File: config.mk
export PLATFORM = sky130hd
export DESIGN_NAME = matrix_max_scanner
export DESIGN_NICKNAME = d
export VERILOG_FILES = /design/src/rtl/mm_pkg.sv /design/src/rtl/mm_gt_compare.sv /design/src/rtl/matrix_max_scanner.sv
export SDC_FILE = /design/constraint.sdc
export NUM_CORES = 1
export LEC_CHECK = 0
export CAP_MARGIN = 15
export CORE_MARGIN = 10
export CORE_UTILIZATION = 46
export CTS_CLUSTER_DIAMETER = 150
export DETAILED_ROUTE_END_ITERATION = 10
export PLACE_DENSITY = 0.77
export REMOVE_ABC_BUFFERS = 1
export SYNTH_ARGS = -nofsm -noshare
export SYNTH_HDL_FRONTEND = slang
export SYNTH_SLANG_ARGS = --single-unit
export TNS_END_PERCENT = 10
File: constraint.sdc
create_clock -name clk -period 1.9 [get_ports clk]
set_clock_uncertainty 0.1 [all_clocks]
set_input_delay 0.38 -clock clk [delete_from_list [all_inputs] [get_ports clk]]
set_output_delay 0.38 -clock clk [all_outputs]
set_load 0.01 [all_outputs]
File: src/rtl/mm_pkg.sv
// Shared state encoding and sizing helpers for the matrix max scanner.
package mm_pkg;
  localparam int DATA_W_DEF  = 4;
  localparam int MAT_DIM_DEF = 4;

  typedef enum logic [1:0] {
    ST_IDLE = 2'd0,
    ST_SCAN = 2'd1,
    ST_DONE = 2'd2
  } state_t;

  function automatic int elem_count(input int mat_dim);
    return mat_dim * mat_dim;
  endfunction

  function automatic int idx_w(input int mat_dim);
    return $clog2(mat_dim);
  endfunction

  function automatic int cnt_w(input int mat_dim);
    return $clog2(mat_dim * mat_dim);
  endfunction
endpackage

File: src/rtl/mm_gt_compare.sv
// Strict unsigned greater-than; the single comparator shared by every element of a scan.
module mm_gt_compare #(
  parameter int DATA_W = 4
) (
  input  logic [DATA_W-1:0] a,
  input  logic [DATA_W-1:0] b,
  output logic              gt
);
  assign gt = (a > b);
endmodule

File: src/rtl/matrix_max_scanner.sv
// Streams one MAT_DIM x MAT_DIM matrix in row-major order and reports the
// maximum element and the (row, col) of its first occurrence.
module matrix_max_scanner
  import mm_pkg::*;
#(
  parameter int DATA_W  = DATA_W_DEF,
  parameter int MAT_DIM = MAT_DIM_DEF
) (
  input  logic                      clk,
  input  logic                      rst,
  input  logic                      start,
  input  logic                      abort,
  input  logic                      in_valid,
  input  logic [DATA_W-1:0]         in_data,
  output logic                      in_ready,
  output logic                      busy,
  output logic                      done,
  output logic                      result_valid,
  output logic [DATA_W-1:0]         max_val,
  output logic [idx_w(MAT_DIM)-1:0] max_row,
  output logic [idx_w(MAT_DIM)-1:0] max_col
);
  localparam int N     = elem_count(MAT_DIM);
  localparam int IDX_W = idx_w(MAT_DIM);
  localparam int CNT_W = cnt_w(MAT_DIM);

  state_t              r_state, w_state_next;
  logic [CNT_W-1:0]    r_count;
  logic [DATA_W-1:0]   r_run_max, w_run_max_next;
  logic [CNT_W-1:0]    r_run_idx, w_run_idx_next;
  logic                r_busy, r_done, r_result_valid;
  logic [DATA_W-1:0]   r_max_val;
  logic [IDX_W-1:0]    r_max_row, r_max_col;
  logic                w_accept, w_last, w_gt, w_take;

  mm_gt_compare #(.DATA_W(DATA_W)) u_gt (
    .a  (in_data),
    .b  (r_run_max),
    .gt (w_gt)
  );

  assign in_ready = (r_state == ST_SCAN);
  // abort discards the element offered in the same cycle, including the last one
  assign w_accept = in_valid & in_ready & ~abort;
  assign w_last   = w_accept & (r_count == CNT_W'(N - 1));
  assign w_take   = w_accept & ((r_count == '0) | w_gt);

  assign w_run_max_next = w_take ? in_data : r_run_max;
  assign w_run_idx_next = w_take ? r_count : r_run_idx;

  always_comb begin
    w_state_next = r_state;
    case (r_state)
      ST_IDLE: if (start) w_state_next = ST_SCAN;
      ST_SCAN: begin
        if (abort)       w_state_next = ST_IDLE;
        else if (w_last) w_state_next = ST_DONE;
      end
      ST_DONE: w_state_next = ST_IDLE;
      default: w_state_next = ST_IDLE;
    endcase
  end

  always_ff @(posedge clk or posedge rst) begin
    if (rst) r_state <= ST_IDLE;
    else     r_state <= w_state_next;
  end

  always_ff @(posedge clk or posedge rst) begin
    if (rst) begin
      r_count        <= '0;
      r_run_max      <= '0;
      r_run_idx      <= '0;
      r_busy         <= 1'b0;
      r_done         <= 1'b0;
      r_result_valid <= 1'b0;
      r_max_val      <= '0;
      r_max_row      <= '0;
      r_max_col      <= '0;
    end else begin
      r_busy <= (w_state_next != ST_IDLE);
      r_done <= (r_state == ST_SCAN) && (w_state_next == ST_DONE);
      if ((r_state == ST_IDLE) && start) begin
        r_count        <= '0;
        r_result_valid <= 1'b0;
      end
      if ((r_state == ST_SCAN) && abort)
        r_result_valid <= 1'b0;
      if (w_accept)
        r_count <= r_count + CNT_W'(1);
      if (w_take) begin
        r_run_max <= in_data;
        r_run_idx <= r_count;
      end
      // results take the post-update running values so they move with done
      if (w_last) begin
        r_max_val      <= w_run_max_next;
        r_max_row      <= IDX_W'(w_run_idx_next / CNT_W'(MAT_DIM));
        r_max_col      <= IDX_W'(w_run_idx_next % CNT_W'(MAT_DIM));
        r_result_valid <= 1'b1;
      end
    end
  end

  assign busy         = r_busy;
  assign done         = r_done;
  assign result_valid = r_result_valid;
  assign max_val      = r_max_val;
  assign max_row      = r_max_row;
  assign max_col      = r_max_col;
endmodule
==> results.txt <==
Run status = finished, violations left
Failing checks = setup timing
Critical path class = in2reg
Synthesized cell area = 0.00117 sq mm
Total GRT Usage = 11.0%
Clk slew on worst S/H paths = 150 ps
Die H = 70.5 microns
Mean Syn Cell Area = 13.0 sq um
CP Launch Type = input pin
Hold WS = 299 ps
CTS tree = yes
I/O Pins = 21
Cells after Synth = 90
Final Hold Fails = 0
Pwr dens = 830 mW/mm^2
Die W = 70.5 microns
HP Class = in2async
Final setup fails = 8
CTS buffer count = 3
CTS H-tree depth = 1
Worst Max-Slew Pin Slew = 310 ps
DRT Wirelength = 2650 microns
DRC Markers = 0
DP Wirelength = 1850 microns
Fin worst setup slack = -184 ps
Flops & latches, synth = 25
Yosys top cell area share = 53.3%
First-pass GRT wire length = 4390 microns
Area growth, synth to finish = 40.4%
Initial antenna violation count = 0
Synth area leader = dfrtp_1
Diode count = 0
Placed Cells = 154
Core area = 0.00245 sq mm
Vias in the first global route = 899
Tmin final = 2080 ps
Placed inst area = 0.00152 sq mm
Number of distinct library cells after synthesis = 24
Root buffer cell = clkbuf_4
Ys Warns = 0
Num rows = 18
Total number of vias = 819
1st-iter DRT viols = 20
Crit path required time = 2020 ps
Crit. End Element = flip-flop
Slew headroom = 79.4%
Largest net degree at the start of global routing = 26
Die footprint = 0.00497 sq mm
Synth area leaders = dfrtp_1 (53%), mux2_4 (15%), ha_1 (6.4%)
Clock latency at the later pin of the worst-skew pair = 330 ps
Final instance area = 0.00165 sq mm
Clk buf depth = 2
Final core occ = 67.1%
P_leak = 0.000792 uW
# fillers = 181
Antenna viol nets, final = 0
Via-to-Cell Ratio = 5.02
Drt pass-1 iters = 2
Total gr overflow = 0
Final slew viol count = 0
Crit path DAT = 2210 ps
Max frequency = 480 MHz
I/O Buffers = 20
Final Cycle Share = 110%
Starting density of the core = 47.8%
Critical Path Fanout Max = 3
Post-Layout Cell Count = 163
Max Cap Viol = 0
Final net count = 149
RD Place Congestion = 0.744
Hold bufs inserted after CTS = 0
Maximum vdd drop = 0.533 mV
Sequential fraction of the synthesis area = 53.3%
RSZ-0062 raised after global routing = yes
Drt wl/cell = 16.2 microns
Layout cells sized above 1 = 37.6%
CTS Sinks = 25
[area by class of cell]
type / instances / area (sq um) / area share (%)
sequential: 25 / 626 / 38.0
multi-input combinational: 56 / 564 / 34.2
timing repair buffer: 40 / 360 / 21.9
tap: 30 / 37.5 / 2.28
inverter: 8 / 30.0 / 1.82
clock buffer: 3 / 22.5 / 1.37
clock inverter: 1 / 7.51 / 0.456
[worst max-delay path, cell delays in order]
cell and delay, ps:
clkdlybuf4s50_1 430, ha_1 330, nand4_1 120, o21ai_2 90, a21oi_4 170, buf_6 140, mux2_4 300, mux2_4 250
[stage by stage]
stage	total power, uW	setup WS (ps)	TNS [ps]
after floorplan	910	-191	-1140
after global placement	1010	-605	-7640
after detailed placement	1030	-658	-8500
after CTS	1320	-207	-1270
after global routing	1450	-232	-1470
final	1370	-184	-1070
[layout by cell type (no fill, tap or decap), drive strengths merged]
cell type,Yosys,final
a211oi,1,1
a21o,2,2
a21oi,4,4
a22o,1,1
a31oi,1,1
and4bb,1,1
buf,1,20
clkbuf,0,3
clkdlybuf4s50,0,16
clkinvlp,0,1
dfrtp,25,25
dlygate4sd2,0,4
ha,6,6
inv,8,8
mux2,14,14
nand2,3,3
nand3,1,1
nand4,2,2
nor2,8,8
nor2b,3,3
nor3b,2,2
o211ai,1,1
o21ai,6,6
[where the power goes]
group          leakage (uW)  internal (uW)  switching (uW)  total, uW
sequential         0.000334            600            39.1        639
clock             0.0000139           80.8             167        248
combinational      0.000443            273             207        480
total              0.000792            953             414       1370
[cell families (layout without fill, tap and decap cells)]
logic type               Yosys count  after routing  share of synthesized area, %
AO/OA/AOI/OAI                     16             16                          10.4
AND/OR/NAND/NOR                   20             20                          9.60
multiplexers                      14             14                          17.3
buffers and inverters              9             52                          2.98
adder cells (fa/ha/maj)            6              6                          6.40
flip-flops                        25             25                          53.3
[synthesized netlist by cell type, drive strengths merged]
cell type  instances
a211oi             1
a21o               2
a21oi              4
a22o               1
a31oi              1
and4bb             1
buf                1
dfrtp             25
ha                 6
inv                8
mux2              14
nand2              3
nand3              1
nand4              2
nor2               8
nor2b              3
nor3b              2
o211ai             1
o21ai              6
[what timing repair did]
item | 4_1_cts | 5_1_grt
pin swaps | 3 | 6
setup endpoints to repair | 17 | 16
gates resized for setup | 11 | 7
buffers inserted | 3 | 2
endpoints found under the hold margin | 0 | 0
[state kept, by name (all words and copies together) (netlist names), 2 cells and up]
signal	flops
r_run_max	4
max_row	2
r_run_idx	4
r_state	2
r_count	4
max_val	4
max_col	2
[per-layer routing]
metal,vias to the layer above,GRT usage [%],wire (microns)
li1,399,-,-
met1,400,11.7,1080
met2,15,18.8,1390
met3,5,4.80,144
met4,0,3.95,35
met5,-,0,0
[path summary, 6_finish.rpt]
| check | from | end | slack, ps | cells after the start |
|---|---|---|---|---|
| max in group asynchronous | rst | max_val[0] | 1160 | 3 |
| max | in_data[2] | max_val[0] | -180 | 8 |
| min | rst | done | 300 | 3 |
| min reg2reg | result_valid | result_valid | 410 | 1 |
| max reg2reg | r_count[0] | max_val[0] | -170 | 8 |
| min in group clk | in_data[0] | r_run_max[0] | 340 | 2 |
Note: power is estimated with default switching activity, not from simulation.
